--- src/rtl/seq_pkg.sv ---
// Shared definitions for the accumulator processor control path:
// sequencer states and the opcode classes the sequencer and decoder agree on.
package seq_pkg;

    typedef enum logic [1:0] {
        IDLE     = 2'd0,
        EXEC     = 2'd1,
        MEM_WAIT = 2'd2,
        DONE     = 2'd3
    } state_t;

    localparam logic [3:0] OP_STORE = 4'b0110;
    localparam logic [3:0] OP_LOAD  = 4'b0111;
    localparam logic [3:0] OP_BEQ   = 4'b1000;
    localparam logic [3:0] OP_JUMP  = 4'b1001;
    localparam logic [3:0] OP_CMP   = 4'b1010;
    localparam logic [3:0] OP_HALT  = 4'b1011;

endpackage

--- src/rtl/pc_unit.sv ---
// Program counter register: clear to 0, step by +1 or by a sign-extended
// 5-bit offset, otherwise hold. All sums wrap modulo 2**PC_W.
module pc_unit #(
    parameter int PC_W = 10
) (
    input  logic            clk,
    input  logic            reset,
    input  logic            clear,
    input  logic            advance,
    input  logic            jump,
    input  logic [4:0]      offset,
    output logic [PC_W-1:0] pc
);

    logic [PC_W-1:0] off_ext;
    logic [PC_W-1:0] pc_next;

    assign off_ext = {{(PC_W-5){offset[4]}}, offset};

    always_comb begin
        pc_next = pc;
        if (clear)
            pc_next = '0;
        else if (advance)
            pc_next = jump ? pc + off_ext : pc + PC_W'(1);
    end

    always_ff @(posedge clk or posedge reset) begin
        if (reset)
            pc <= '0;
        else
            pc <= pc_next;
    end

endmodule

--- src/rtl/prog_sequencer.sv ---
// Control FSM for the 9-bit accumulator processor: one instruction per cycle,
// stalls loads/stores on the data-memory handshake, resolves BEQ/JUMP, counts retirements.
module prog_sequencer
    import seq_pkg::*;
#(
    parameter int PC_W  = 10,
    parameter int CNT_W = 16
) (
    input  logic             clk,
    input  logic             reset,
    input  logic             start,
    input  logic [8:0]       instr,
    input  logic             branch_flag,
    input  logic             dmem_ack,
    output logic [PC_W-1:0]  pc,
    output logic             rf_we,
    output logic             dmem_req,
    output logic             dmem_we,
    output logic             busy,
    output logic             done,
    output logic [CNT_W-1:0] retired
);

    state_t     state;
    logic       we_q;
    logic [3:0] op;
    logic       is_store, is_load, is_mem, is_beq, is_jump, is_cmp, is_halt, is_alu;
    logic       in_exec, in_wait, start_ok;
    logic       mem_done, retire, advance, take_off;

    assign op       = instr[8:5];
    assign is_store = (op == OP_STORE);
    assign is_load  = (op == OP_LOAD);
    assign is_mem   = is_store | is_load;
    assign is_beq   = (op == OP_BEQ);
    assign is_jump  = (op == OP_JUMP);
    assign is_cmp   = (op == OP_CMP);
    assign is_halt  = (op == OP_HALT);
    assign is_alu   = ~(is_mem | is_beq | is_jump | is_cmp | is_halt);

    assign in_exec  = (state == EXEC);
    assign in_wait  = (state == MEM_WAIT);
    assign start_ok = start & ((state == IDLE) | (state == DONE));

    // Outputs decode straight from state so reset drops them asynchronously.
    assign dmem_req = (in_exec & is_mem) | in_wait;
    assign dmem_we  = in_exec ? is_store : (in_wait & we_q);
    assign mem_done = dmem_req & dmem_ack;
    assign rf_we    = (in_exec & is_alu)
                    | (((in_exec & is_load) | (in_wait & ~we_q)) & dmem_ack);

    assign retire   = (in_exec & ~is_mem) | mem_done;
    assign advance  = (in_exec & ~is_mem & ~is_halt) | mem_done;
    assign take_off = in_exec & (is_jump | (is_beq & branch_flag));

    assign busy = in_exec | in_wait;
    assign done = (state == DONE);

    pc_unit #(.PC_W(PC_W)) u_pc (
        .clk     (clk),
        .reset   (reset),
        .clear   (start_ok),
        .advance (advance),
        .jump    (take_off),
        .offset  (instr[4:0]),
        .pc      (pc)
    );

    always_ff @(posedge clk or posedge reset) begin
        if (reset) begin
            state   <= IDLE;
            we_q    <= 1'b0;
            retired <= '0;
        end else begin
            if (start_ok)
                retired <= '0;
            else if (retire && retired != {CNT_W{1'b1}})
                retired <= retired + CNT_W'(1);

            case (state)
                IDLE, DONE: begin
                    if (start) state <= EXEC;
                end
                EXEC: begin
                    if (is_halt)
                        state <= DONE;
                    else if (is_mem && !dmem_ack) begin
                        state <= MEM_WAIT;
                        we_q  <= is_store;
                    end
                end
                MEM_WAIT: begin
                    if (dmem_ack) state <= EXEC;
                end
                default: state <= IDLE;
            endcase
        end
    end

endmodule

--- config.mk ---
export PLATFORM = sky130hd
export DESIGN_NAME = prog_sequencer
export DESIGN_NICKNAME = d
export VERILOG_FILES = /design/src/rtl/seq_pkg.sv /design/src/rtl/pc_unit.sv /design/src/rtl/prog_sequencer.sv
export SDC_FILE = /design/constraint.sdc
export NUM_CORES = 1
export LEC_CHECK = 0
export CAP_MARGIN = 20
export CORE_AREA = 2 2 68 70
export CTS_CLUSTER_DIAMETER = 40
export DETAILED_ROUTE_END_ITERATION = 8
export DIE_AREA = 0 0 70 72
export GPL_TIMING_DRIVEN = 1
export HOLD_SLACK_MARGIN = 0.08
export PLACE_DENSITY = 0.78
export SLEW_MARGIN = 20
export SYNTH_ARGS = -nofsm -noshare
export SYNTH_HDL_FRONTEND = slang
export SYNTH_HIERARCHICAL = 1
export SYNTH_SLANG_ARGS = --single-unit
--- constraint.sdc ---
create_clock -name clk -period 3.45 [get_ports clk]
set_input_delay 0.69 -clock clk [delete_from_list [all_inputs] [get_ports clk]]
set_output_delay 0.69 -clock clk [all_outputs]
set_load 0.005 [all_outputs]
# Word-level counts from Yosys, hierarchy flattened
# Cells that the tools add are included.
[totals]
regBits = 29
latch_bits = 0
mem_bits_rw = 0
mem_bits_ro = 0
mem_count = 0
[op_classes]
add_sub_neg = 3
n_mul = 0
div_mod_pow = 0
magnitude_cmp = 0
eq_ne = 13
shifts = 0
n_mux = 11
n_bitwise = 29
reduce_logical = 9
[op_table]
columns = ["op", "count"]
rows = [
  ["two-way mux 16 bit", 2],
  ["two-way mux 10 bit", 3],
  ["adder 16 x 1 -> 16 bit, second input constant", 1],
  ["equality test 4 bit, second input constant", 4],
  ["!= test 16 bit, second input constant", 1],
  ["bitwise OR 1 bit", 13],
  ["AND 1 bit", 12],
  ["adder 10 x 1 -> 10 bit, second input constant", 1],
  ["adder 10 bit", 1],
  ["equality test 4 x 3 -> 1 bit, second input constant", 2],
  ["two-way mux 2 bit", 4],
  ["one-hot mux 2 bit (3 select lines)", 1],
  ["AND reduction 3 bit", 2],
  ["equality test 2 bit, second input constant", 2],
  ["!= test 2 bit, second input constant", 2],
  ["inverter 1 bit", 4],
  ["nonzero test 2 bit", 2],
  ["!= test 3 x 2 -> 1 bit, second input constant", 1],
  ["equality test 2 x 1 -> 1 bit, second input constant", 1],
  ["logical AND 1 bit", 2],
  ["zero test 2 bit", 1],
  ["OR reduction 2 bit", 1],
  ["zero test 1 bit", 1],
  ["two-way mux 1 bit", 1],
]

# Depth between registers and ports, before layout
[depth]
word_depth = 9
ltp_mapped = 13
ltp_nobuf = 13

# By module
# Netlist, hierarchy kept.
[modules_own_cells]
columns = ["mod", "n_inst", "cells_per_inst", "area_per_inst_um2", "seq_area_each_um2"]
rows = [
  ["prog_sequencer", 1, 143, 1292.5, 475.5],
  ["pc_unit", 1, 96, 824.5, 250.2],
]

# Worst setup path before layout
# OpenSTA, ideal clock, no wires.
[synth_timing]
kind = "input -> register"
start = "in instr[8]"
end = "reg u_pc.pc[9]"
setup_time_ns = 0.128
arrival_ns = 3.164
setup_slack_ns = 0.159
stages = 10
cell_sequence = "nor2b_1 > nor4b_1 > nand2_1 > inv_1 > ha_1 > a211o_1 > a21o_1 > o21ai_1 > mux2i_1 > mux2_1"
[synth_via]
elab_chain_len = 7
[synth_rtl]
columns = ["item", "line", "text"]
rows = [
  ["start: declaration", "prog_sequencer.sv:12", "input logic [8:0] instr,"],
  ["equality test 4 bit", "prog_sequencer.sv:35", "assign is_beq = (op == OP_BEQ);"],
  ["AND 1 bit", "prog_sequencer.sv:54", "assign take_off = in_exec & (is_jump | (is_beq & branch_flag));"],
  ["bitwise OR 1 bit *", "prog_sequencer.sv:54", ""],
  ["AND 1 bit *", "prog_sequencer.sv:54", ""],
  ["via take_off", "prog_sequencer.sv:29", "logic mem_done, retire, advance, take_off;"],
  ["two-way mux 10 bit *", "pc_unit.sv:25", "pc_next = jump ? pc + off_ext : pc + PC_W'(1);"],
  ["two-way mux 10 bit *", "pc_unit.sv:24", "else if (advance)"],
  ["two-way mux 10 bit *", "pc_unit.sv:22", "if (clear)"],
  ["end signal: assignment", "pc_unit.sv:32", "pc <= pc_next;"],
  ["end: declaration", "pc_unit.sv:12", "output logic [PC_W-1:0] pc"],
]
# The timed path passes the listed nets; every way through them passes the cells marked *. The select of a mux whose other input is x is not followed.
# A chain may end at the register's enable or synchronous reset.

# Final worst setup path
[layout_timing]
start = "in instr[8]"
end = "reg u_pc.pc[8]"
# Same word-level chain as after synthesis.

==> run metrics <==
status=completed; Netlist cell types=57; Root Buffer=clkbuf_8; Worst Path Required=3.63 ns; Final Util=66.8%; Yosys top cell area share=34.3%; first-pass GRT wire length=8810 um; Final Total Pwr=1.99 mW; number of global-route vias before repair=1957; Starting Density=49.6%; setup ws final=0.255 ns; I/O Pins=45; via count=2081; port buffer count=44; DR WL/cell=14.9 um; Initial DRC Count=79; Max Cap Viol=0; Max H-tree Level=2; final period utilization=92.6%; family with the most delay on the worst path=simple AND/OR/NAND/NOR gates; number of buffers created by CTS=5; Leak Pwr=1.25 nW; CTS tree=yes; Worst slew margin=50.3%; Critical Path End Type=register; TritonRoute pass-1 iters=4; Cell Pwr Density=700 nW/um^2; Synth Cell Area=2120 um^2; Final setup viols=0; Final Hold Fails=0; DR DRC count=0; slowest CP cell=or4_1; Worst-path clk slew=0.06 ns; Rows=24; WP buf/inv=3; ANT nets after route=0; clock sinks=29; largest area contributor in the netlist=dfrtp_1; RSZ-0062 raised after global routing=false; Global Route Usage Sum=21.7%; Post-Place Cells=347; initial antenna violation count=0; dpl hpwl=3870 um; Achievable Freq=313 MHz; GR Overflow Total=0; Critical Path AT=3.38 ns; pin count of the biggest net entering global routing=21; Die ar.=5040 um^2; Clock Tree Buf Depth=2; Worst path max stage delay=0.51 ns; Layout Skew=0.00933 ns; Slew @ Worst Pin=0.744 ns; worst min-delay path class=register to register; crit path max fanout=4; Mapped Nets=264; sequential share of the synthesized area=34.3%; fin crit period=3.20 ns; ant diodes=0; Final Instance Count excl. Fillers=355; flops & latches, synth=29; overall die height=72 um; Syn Inst Count=239; crit start category=input port; Area Overhead vs Synth=34.6%; critical path, cell by cell=clkdlybuf4s50_1 -> nor2b_1 -> nor4b_2 -> buf_4 -> nand2b_1 -> ha_1 -> inv_1 -> fa_1 -> nor2b_4 -> o31a_1 -> o211a_1 -> or4_1 -> o311ai_1; Via density=5.86; Peak VDD IR=0.000403 V; Post-synth ARST share=100%; GP Congestion=0.824; Detailed Route WL=5280 um; Die Wd=70 um; Fin Setup TNS=0 ns; Synth Warn #=6; layout cells sized above 1=11.6%; Clock Latency Late Sink=0.29 ns; Slew Viols, Final=0; number of synthesized flops with an enable pin=0; Mean Syn Cell Area=8.86 um^2; CP Class=input port to register; core area=4260 um^2; Area contributors post-synth=dfrtp_1 (34%), ha_1 (5.9%), mux2i_1 (5.7%); Synth Flop Type=dfrtp_1; Place WS=-0.0792 ns; Final nets=327
-- placed cells by master, fill, tap and decap left out, drive strengths merged, types with 7 or more instances in the layout --
master         instances
clkdlybuf4s50         44
dfrtp                 29
nand2                 22
nor2                  18
buf                   17
a21oi                 16
inv                   15
mux2i                 12
o21ai                 11
ha                    10
nand2b                 8
nor3                   8
clkbuf                 7
-- per-stage QoR --
stage	hold WS [ns]	area (um^2)
floorplan	0.512	2120
global placement	0.539	2730
detailed placement	0.542	2730
CTS	0.557	2840
global route	0.595	2850
finish	0.549	2850
-- routing by layer --
metal	global-route usage, %	share of wire, %
met1	27.8	45
met3	4.72	6.8
met2	36.7	47
met4	7.26	0.97
met5	0	0
-- power by group --
| group | total, mW | internal [mW] | switching [mW] |
|---|---|---|---|
| clock | 0.373 | 0.235 | 0.138 |
| combinational | 1.07 | 0.524 | 0.543 |
| sequential | 0.554 | 0.440 | 0.114 |
| total | 1.99 | 1.20 | 0.795 |
-- state kept, by name (all words and copies together), names as in the netlist --
signal and cells:
we_q 1, retired 16, state 2, u_pc/pc 10
-- cells in the mapped netlist (all sizes together) (2+ instances only) --
library cell  number
o211a              3
nor3b              3
o211ai             2
dfrtp             29
mux2               2
ha                10
and3               3
nand2b             8
mux2i             12
nand3b             2
or3                2
nor3               8
nor4b              2
a211oi             6
nand3              6
o21bai             2
a21oi             16
o311ai             2
and4               2
nand2             22
or4                6
nor2              18
a31oi              5
nand4              3
nor2b              4
o31ai              6
a21o               3
nor4               3
o21ai             11
inv               15
clkbuf             4
and2               4
-- worst reg2reg max path, delay by kind of cell (launching register included) --
| kind | cells | cell delay [ns] |
|---|---|---|
| adders and majority gates | 3 | 0.62 |
| buffers and inverters | 4 | 0.41 |
| AOI/OAI and AO/OA | 3 | 0.58 |
| DFF | 1 | 0.41 |
| and+or+nand+nor | 4 | 0.90 |
-- layout make-up --
class,count,area (um^2)
Inverter,16,60.1
Sequential cell,29,726
Clock buffer,7,86.3
Fill cell,365,1410
Tap cell,52,65.1
Timing Repair Buffer,61,568
Multi-Input combinational cell,189,1320
Clock inverter,1,30.0
-- cells by family (layout without fill, tap and decap cells) --
kind of cell,Yosys count,count (layout),synth area share [%]
xor gates and xnor gates,1,1,0.414
buffers and inverters,21,85,3.90
muxes,14,14,6.74
AOI/OAI and AO/OA,65,65,20.7
adders and majority gates,11,11,6.86
DFF,29,29,34.3
and+or+nand+nor,98,98,27.1
-- worst paths after layout --
path	from	to	slack, ns	cells past startpoint
worst max-delay path	instr[8]	u_pc/pc[8]	0.25	13
worst min-delay path	u_pc/pc[2]	u_pc/pc[2]	0.55	2
worst max register to register	state[1]	u_pc/pc[8]	0.44	14
worst min register to register	u_pc/pc[2]	u_pc/pc[2]	0.55	2
max in group asynchronous	reset	retired[0]	2.10	2
min in group asynchronous	reset	u_pc/pc[0]	0.75	2
-- what timing repair did --
action | CTS | global route
resized for setup | 0 | 1
endpoints found under the setup margin | 0 | 1
buffers inserted | 0 | 0
hold endpoints to repair | 0 | 0
hold buffers | 0 | 0
(Power assumes the default switching activity.)
